File: config.mk
export PLATFORM = sky130hd
export DESIGN_NAME = bram_port_arbiter
export DESIGN_NICKNAME = d
export VERILOG_FILES = /design/src/rtl/bram_arb_pkg.sv /design/src/rtl/bram_arb_rr2.sv /design/src/rtl/bram_port_arbiter.sv
export SDC_FILE = /design/constraint.sdc
export NUM_CORES = 1
export LEC_CHECK = 0
export BUFFER_PORTS_ARGS = -buffer_cell sky130_fd_sc_hd__buf_4
export CAP_MARGIN = 20
export CORE_MARGIN = 2
export CORE_UTILIZATION = 29
export CTS_CLUSTER_SIZE = 14
export DETAILED_ROUTE_END_ITERATION = 8
export PLACE_DENSITY = 0.77
export SKIP_CTS_REPAIR_TIMING = 1
export SYNTH_ARGS = -nofsm -noshare
export SYNTH_HDL_FRONTEND = slang
export SYNTH_SLANG_ARGS = --single-unit
File: constraint.sdc
create_clock -name clk -period 1.4 [get_ports clk]
set_input_delay 0 -clock clk [delete_from_list [all_inputs] [get_ports clk]]
set_output_delay 0 -clock clk [all_outputs]
set_load 0.005 [all_outputs]
File: src/rtl/bram_arb_pkg.sv
// rtl/bram_arb_pkg.sv - shared types and constants for the BRAM port arbiter
package bram_arb_pkg;

  typedef enum logic [1:0] {
    ST_IDLE  = 2'd0,
    ST_LOCK0 = 2'd1,
    ST_LOCK1 = 2'd2
  } arb_state_e;

  localparam int ARB_ADDR_W = 11;
  localparam int ARB_DATA_W = 16;
  localparam int PERF_CNT_W = 16;

  // Requesters eligible for a grant in a given lock state.
  function automatic logic [1:0] lock_mask(input arb_state_e s);
    case (s)
      ST_LOCK0: lock_mask = 2'b01;
      ST_LOCK1: lock_mask = 2'b10;
      default:  lock_mask = 2'b11;
    endcase
  endfunction

endpackage

File: src/rtl/bram_arb_rr2.sv
// rtl/bram_arb_rr2.sv - 2-way round-robin grant with last-granted pointer
module bram_arb_rr2 (
  input  logic       clk,
  input  logic       rst_n,
  input  logic [1:0] valid,
  input  logic [1:0] mask,
  input  logic       force_en,
  input  logic       force_last,
  output logic [1:0] grant
);

  logic       last_q;
  logic [1:0] cand;

  always_comb begin
    cand  = valid & mask;
    grant = cand;
    if (cand == 2'b11) grant = last_q ? 2'b01 : 2'b10;
  end

  // last_q resets to 1 so that req0 wins the first contended cycle.
  always_ff @(posedge clk or negedge rst_n) begin
    if (!rst_n)          last_q <= 1'b1;
    else if (force_en)   last_q <= force_last;
    else if (|grant)     last_q <= grant[1];
  end

endmodule

File: src/rtl/bram_port_arbiter.sv
// rtl/bram_port_arbiter.sv - two-requester arbiter with lock/timeout in front of a single-port BRAM
// Optional grant counters enabled by BRAM_ARB_PERF_EN.
module bram_port_arbiter
  import bram_arb_pkg::*;
#(
  parameter int ADDR_W   = ARB_ADDR_W,
  parameter int DATA_W   = ARB_DATA_W,
  parameter int LOCK_MAX = 64
) (
  input  logic              clk,
  input  logic              rst_n,
  input  logic              req0_valid,
  output logic              req0_ready,
  input  logic              req0_we,
  input  logic              req0_lock,
  input  logic [ADDR_W-1:0] req0_addr,
  input  logic [DATA_W-1:0] req0_wdata,
  input  logic              req1_valid,
  output logic              req1_ready,
  input  logic              req1_we,
  input  logic              req1_lock,
  input  logic [ADDR_W-1:0] req1_addr,
  input  logic [DATA_W-1:0] req1_wdata,
  output logic              rsp0_valid,
  output logic [DATA_W-1:0] rsp0_rdata,
  output logic              rsp1_valid,
  output logic [DATA_W-1:0] rsp1_rdata,
  output logic [ADDR_W-1:0] bram_addr,
  output logic [DATA_W-1:0] bram_din,
  output logic              bram_we,
  input  logic [DATA_W-1:0] bram_dout,
  output logic              lock_timeout
`ifdef BRAM_ARB_PERF_EN
  ,
  input  logic                  perf_clr,
  output logic [PERF_CNT_W-1:0] grant_cnt0,
  output logic [PERF_CNT_W-1:0] grant_cnt1
`endif
);

  localparam int CNT_W = (LOCK_MAX > 2) ? $clog2(LOCK_MAX) : 1;
  localparam logic [CNT_W-1:0] CNT_MAX = CNT_W'(LOCK_MAX - 1);

  arb_state_e       state_q, state_d;
  logic [CNT_W-1:0] lock_cnt_q;
  logic [1:0]       grant;
  logic [1:0]       rsp_valid_q;
  logic             sel_we, sel_lock, in_lock, release_x, timeout;

  bram_arb_rr2 u_rr (
    .clk        (clk),
    .rst_n      (rst_n),
    .valid      ({req1_valid, req0_valid}),
    .mask       (lock_mask(state_q)),
    .force_en   (timeout),
    .force_last (state_q == ST_LOCK1),
    .grant      (grant)
  );

  assign req0_ready = grant[0];
  assign req1_ready = grant[1];

  always_comb begin
    sel_we    = 1'b0;
    sel_lock  = 1'b0;
    bram_addr = '0;
    bram_din  = '0;
    if (grant[0]) begin
      sel_we    = req0_we;
      sel_lock  = req0_lock;
      bram_addr = req0_addr;
      bram_din  = req0_wdata;
    end else if (grant[1]) begin
      sel_we    = req1_we;
      sel_lock  = req1_lock;
      bram_addr = req1_addr;
      bram_din  = req1_wdata;
    end
  end

  assign bram_we = sel_we;

  // While locked only the owner can be granted, so any grant is the owner's.
  always_comb begin
    in_lock   = (state_q != ST_IDLE);
    release_x = in_lock && (|grant) && !sel_lock;
    timeout   = in_lock && (lock_cnt_q == CNT_MAX) && !release_x;
    state_d   = state_q;
    case (state_q)
      ST_IDLE:  if ((|grant) && sel_lock) state_d = grant[1] ? ST_LOCK1 : ST_LOCK0;
      default:  if (release_x || timeout) state_d = ST_IDLE;
    endcase
  end

  assign lock_timeout = timeout;

  always_ff @(posedge clk or negedge rst_n) begin
    if (!rst_n) begin
      state_q     <= ST_IDLE;
      lock_cnt_q  <= '0;
      rsp_valid_q <= 2'b00;
    end else begin
      state_q     <= state_d;
      rsp_valid_q <= grant & {2{~sel_we}};
      if (state_q == ST_IDLE)       lock_cnt_q <= '0;
      else if (lock_cnt_q != CNT_MAX) lock_cnt_q <= lock_cnt_q + 1'b1;
    end
  end

  assign rsp0_valid = rsp_valid_q[0];
  assign rsp1_valid = rsp_valid_q[1];
  assign rsp0_rdata = rsp_valid_q[0] ? bram_dout : '0;
  assign rsp1_rdata = rsp_valid_q[1] ? bram_dout : '0;

`ifdef BRAM_ARB_PERF_EN
  always_ff @(posedge clk or negedge rst_n) begin
    if (!rst_n) begin
      grant_cnt0 <= '0;
      grant_cnt1 <= '0;
    end else if (perf_clr) begin
      grant_cnt0 <= '0;
      grant_cnt1 <= '0;
    end else begin
      if (grant[0] && (grant_cnt0 != '1)) grant_cnt0 <= grant_cnt0 + 1'b1;
      if (grant[1] && (grant_cnt1 != '1)) grant_cnt1 <= grant_cnt1 + 1'b1;
    end
  end
`endif

endmodule

Word-level counts from Yosys, hierarchy flattened. Index checks and enable logic that the tools add are counted.

Bits in registers: 11. Latch bits: 0. Memory bits (writable): 0. Bits in read-only memories: 0. Input bits: 78. Output and inout port bits: 65. Logic and storage cells: 50. Memories kept: 0.

Add/sub/neg operators: 1. Multipliers: 0. Divide/modulo/power cells: 0. $lt $le $gt $ge: 0. Equality and inequality tests: 6. Shift-type cells: 0. Muxes and demuxes: 21. Bitwise operators: 3. Reductions and logical operators: 15.

Operator list (number): $mux 16 (4); $mux 11 (2); $mux 2 (6); $mux 6 (2); $reduce_bool 2->1 (4); $add 6x1->6 const B (1); $eq 6x6->1 const B (1); $mux 1 (6); $ne 6x6->1 const B (1); $logic_and 1x1->1 (5); $and 2x2->2 (2); $eq 2x2->1 const B (2); $pmux 2 s2 (1); $eq 2x1->1 const B (1); $logic_not 1->1 (2); $logic_not 2->1 (1); $ne 2x2->1 const B (1); $reduce_and 2->1 (1); $reduce_or 2->1 (1); $logic_or 1x1->1 (1); $not 1->1 (1).

Longest topological paths before layout.
Depth in word-level cells: 14. Depth in mapped cells: 6. Depth with buffers taken out: 5.

Cells and area by module. From an unflattened synthesis, not the netlist that was laid out.

Cells, all modules: 131. Area total of the unflattened synthesis: 1124.8 um^2.

Modules (own cells, without submodules): bram_port_arbiter (times used 1, cells an instance 123, area each 1048.5 um^2, sequential area each 250.2 um^2); bram_arb_rr2 (times used 1, cells an instance 8, area each 76.3 um^2, sequential area each 26.3 um^2).

Worst setup path before layout. OpenSTA, ideal clock, no wires.

Path type: register -> register. Start: reg u_rr.last_q. End: reg state_q[0]. Library setup time: 0.125 ns. Arrival: 1.357 ns. Required time: 1.275 ns. Setup slack: -0.082 ns. Stages on the path, launching flop included: 6. Path buffers: 0. Period minus slack after synthesis: 1.482 ns. Cells stage by stage: dfstp_2 a21oi_2 o211a_4 o22a_4 nor3_4 o21ai_1.

Longest elaborated chain between the ends: 11. Elaborated cells between the ends (all ways): 18. Those cells by class: eq/ne (1); mux (7); reduce/logical (10).

Ends and longest elaborated chain: from (decl) (line bram_arb_rr2.sv:12) `logic last_q;`; from (signal assigned) (line bram_arb_rr2.sv:24) `else if (force_en) last_q <= force_last;`; from (signal assigned) (line bram_arb_rr2.sv:25) `else if (|grant) last_q <= grant[1];`; $mux 2 (*) (2 in series) (line bram_arb_rr2.sv:18) `if (cand == 2'b11) grant = last_q ? 2'b01 : 2'b10;`; $mux 1 (line bram_port_arbiter.sv:73) `end else if (grant[1]) begin`; $mux 1 (line bram_port_arbiter.sv:68) `if (grant[0]) begin`; $logic_not 1->1 (line bram_port_arbiter.sv:86) `release_x = in_lock && (|grant) && !sel_lock;`; $logic_and 1x1->1 (line bram_port_arbiter.sv:86); $logic_not 1->1 (line bram_port_arbiter.sv:87) `timeout = in_lock && (lock_cnt_q == CNT_MAX) && !release_x;`; $logic_and 1x1->1 (line bram_port_arbiter.sv:87); $logic_or 1x1->1 (line bram_port_arbiter.sv:91) `default: if (release_x || timeout) state_d = ST_IDLE;`; $reduce_bool 2->1 (no line); $reduce_and 2->1 (no line); to (signal assigned) (line bram_port_arbiter.sv:103) `state_q <= state_d;`; to (decl) (line bram_port_arbiter.sv:44) `arb_state_e state_q, state_d;`.

Every way passes the cells marked *; elsewhere a longest branch is shown, timed or not. The select of a mux whose other input is x is not followed. A chain may end at the register's enable or synchronous reset.

Worst setup path after layout.
Start: reg u_rr.last_q. End: out lock_timeout.

Longest elaborated chain between the ends: 8. Elaborated cells between the ends (all ways): 10. Those cells by class: mux (4); reduce/logical (6).

Ends and longest elaborated chain: $mux 2 (*) (2 in series) (line bram_arb_rr2.sv:18); $mux 1 (line bram_port_arbiter.sv:73); $mux 1 (line bram_port_arbiter.sv:68); $logic_not 1->1 (line bram_port_arbiter.sv:86); $logic_and 1x1->1 (*) (line bram_port_arbiter.sv:86); $logic_not 1->1 (*) (line bram_port_arbiter.sv:87); $logic_and 1x1->1 (*) (line bram_port_arbiter.sv:87); to (decl) (line bram_port_arbiter.sv:32) `output logic lock_timeout`.

Every way passes the cells marked *; elsewhere a longest branch is shown, timed or not.

==> flow_metrics.py <==
metrics = {
    "status": {
        "outcome": "complete, but fails checks",
        "violations": "setup timing",
    },
    "final_layout": {
        "instances_no_fill": 345,
        "area_delta_synth_final_pct": 129,
        "drive_above_1_share_pct": 60.9,
        "final_util_pct": 69.5,
        "fin_nets": 377,
        "antenna_cells": 0,
    },
    "power": {
        "p_sw_mw": 1.23,
        "power_mw": 3.36,
        "ir_drop_v": 0.000759,
        "swShare_pct": 36.5,
        "power.density_nw_per_um2": 1310,
        "clkPwrFrac_pct": 9.5,
        "p_int_mw": 2.14,
        "p_leak_nw": 1.36,
        "p_seq_share_pct": 16.5,
        "power_frac_comb_pct": 74.0,
    },
    "yosys": {
        "syn_area_sq_um": 1120,
        "synth-edff-count": 0,
        "syn_area_per_cell_sq_um": 8.25,
        "yosysSeqAreaShare_pct": 24.6,
        "synth.net_count": 215,
        "async_reset_ff_share_pct": 100,
        "synthCells": 136,
        "ys.flop_type": "dfrtp_1",
        "ys_ff_latch": 11,
        "synthDistinctLibCells": 30,
        "synth_top_cell_by_area": "dfrtp_1",
        "ys_warn_count": 0,
        "synth_area_leaders": "dfrtp_1, a22o_1, and2_1",
        "synth_top_cell_area_share_pct": 22.3,
    },
    "detailed_routing": {
        "drc": 0,
        "vias": 1708,
        "dr.pass1.iters": 4,
        "wl_per_cell_microns": 14.4,
        "initialDrtViolationCount": 23,
        "routed_via_density": 4.95,
        "drtAntennaViolNets": 0,
        "drt_wl_total_microns": 4980,
    },
    "cts": {
        "clock-root-buffer": "clkbuf_8",
        "clk_latency_ns": 0.24,
        "clock_sinks": 11,
        "numCtsBuffers": 3,
        "cts_buffer_depth": 2,
        "htree_levels": 1,
        "clkTransAtPathRegs_ns": 0.05,
        "tritoncts": "built",
    },
    "timing": {
        "final_hold_viol_count": 0,
        "fin_crit_sh_pct": 121,
        "timing.fmax_ghz": 0.592,
        "worst_pin_slew_ns": 0.374,
        "rsz0062_at_grt": "yes",
        "slew_viol_final": 0,
        "tns_ns": -7.27,
        "setup_ws_ns": -0.290,
        "relSlewSlack_pct": 75.1,
        "skew_ns": 0.00342,
        "min_period_ns": 1.69,
        "setup_viol": 34,
    },
    "placement": {
        "portBuffers": 142,
        "place.gp.congestion": 0.823,
        "pre_cts_ws_ns": -0.0557,
        "dpl.hpwl_microns": 3820,
        "post-place-cells": 332,
    },
    "setup_path": {
        "r2r_slack_ns": -0.13,
        "max_stage_delay_ns": 0.55,
        "arrival_ns": 1.69,
        "cpMaxStageDelayCell": "dfstp_2",
        "critPathRequiredTime_ns": 1.40,
        "rr_endpoint": "state_q[0]$_DFFE_PN0P_",
        "cp-endpoint": "lock_timeout",
        "cp-start-kind": "flop",
        "worst-path-buf-inv": 1,
        "path_cells": "a21oi_2, o211a_4, o22a_4, nor3_4, nor3_1, buf_4",
        "worstPathMaxFanout": 4,
        "cp_top_family": "flip-flops",
        "crit_type": "flop to output pin",
        "crit_path_start": "u_rr.last_q$_DFFE_PN1P_",
        "reg2reg_depth": 6,
        "cp.depth": 6,
        "crit_path_end_kind": "output pin",
        "r2r-start": "u_rr.last_q$_DFFE_PN1P_",
    },
    "job": {
        "cap_violations": 0,
    },
    "grt": {
        "grt_pass1_vias": 1490,
        "grt_max_degree": 22,
        "antenna_found_initial": 0,
        "grt.total_usage_pct": 19.1,
        "grt_pass1_wl_microns": 6620,
        "overflow": 0,
    },
    "floorplanning": {
        "die_area_sq_um": 4380,
        "initial_core_util_pct": 30.4,
        "rows": 22,
        "pin_count": 143,
        "coreArea_sq_um": 3690,
        "die_width_microns": 66.2,
        "die_h_microns": 66.2,
    },
    "hold_path": {
        "holdCritPathClass": "input pin to flop",
    },
}
-- layout by cell type (no fill, tap or decap), drive strengths merged --
| cell type | count |
|---|---|
| buf | 163 |
| and2 | 32 |
| a22o | 28 |
| dfrtp | 10 |
| nand2 | 6 |
| clkbuf | 6 |
| nor2 | 5 |
| nand3 | 5 |
| a21oi | 5 |
| a31oi | 4 |
| nor3 | 4 |
| nand2b | 4 |
| and3 | 3 |
| nand4 | 3 |
| o21ai | 3 |
| dlygate4sd3 | 3 |
| nor3b | 2 |
| nor2b | 2 |
| a21boi | 1 |
| o211a | 1 |
| o22a | 1 |
| a211oi | 1 |
| xnor2 | 1 |
| xor2 | 1 |
| o22ai | 1 |
| ha | 1 |
| dfstp | 1 |
-- through the flow --
stage          hold WS (ns)  instance area (sq um)
3_3_place_gp         -0.157                   2340
6_report             0.0312                   2560
2_1_floorplan        -0.296                   1120
3_5_place_dp         -0.155                   2340
5_1_grt              0.0454                   2560
4_1_cts              -0.414                   2380
-- cell type report --
type	count	area [sq um]
clock buffer	4	45.0
fill	306	1120
multi-input combinational	114	830
sequential	11	279
tap	48	60.1
timing repair buffer	168	1350
-- flip-flops by register name, indices dropped and copies added, names as in the netlist --
register / flops
rsp_valid_q: 2
u_rr.last_q: 1
state_q: 2
lock_cnt_q: 6
-- tightest hold or removal path: stages --
cell and delay [ns]:
buf_4 0.08, nand4_1 0.07, o21ai_1 0.08
-- worst min-delay path by stage --
stage,start,endpoint,slack (ns),cells past startpoint
finish,req1_lock,state_q[1]$_DFFE_PN0P_,0.03,3
global route,req0_lock,state_q[0]$_DFFE_PN0P_,0.05,3
detailed placement,rst_n,lock_cnt_q[0]$_DFFE_PN0N_,-0.16,1
CTS,rst_n,lock_cnt_q[0]$_DFFE_PN0N_,-0.41,1
global placement,rst_n,lock_cnt_q[5]$_DFFE_PN0N_,-0.16,1
floorplan,rst_n,lock_cnt_q[0]$_DFFE_PN0N_,-0.30,0
-- layer usage --
layer	vias up	global-route usage, %	share of wire, %
li1	825	-	-
met1	768	22.6	36
met2	106	33.8	53
met3	9	4.26	9.5
met4	0	6.12	1.6
met5	-	0	0
-- cells in the mapped netlist (4+ instances only) --
library cell and number:
nand3_1 4, and2_1 32, a22o_1 28, a21oi_1 4, buf_2 6, a31oi_1 4, nor2_1 5, nand2b_1 4
nand2_1 6, clkbuf_1 4, dfrtp_1 10
-- power groups by stage --
stage          Clock (mW)  Sequential (mW)  Combinational, mW
5_1_grt             0.344            0.580               2.68
3_5_place_dp            0            0.545               2.14
2_1_floorplan           0            0.493               1.00
4_1_cts             0.331            0.539               2.15
3_3_place_gp            0            0.540               2.11
6_report            0.320            0.554               2.49
-- kinds of logic (layout without fill, tap and decap cells) --
| kind of cell | Yosys count | count (layout) | synth area share [%] |
|---|---|---|---|
| AOI/OAI and AO/OA | 45 | 45 | 33.0 |
| buffers and inverters | 11 | 172 | 4.68 |
| adders and majority gates | 1 | 1 | 1.11 |
| DFF | 11 | 11 | 24.6 |
| and+or+nand+nor | 66 | 66 | 35.0 |
| xor gates and xnor gates | 2 | 2 | 1.56 |
(Power assumes the default switching activity.)
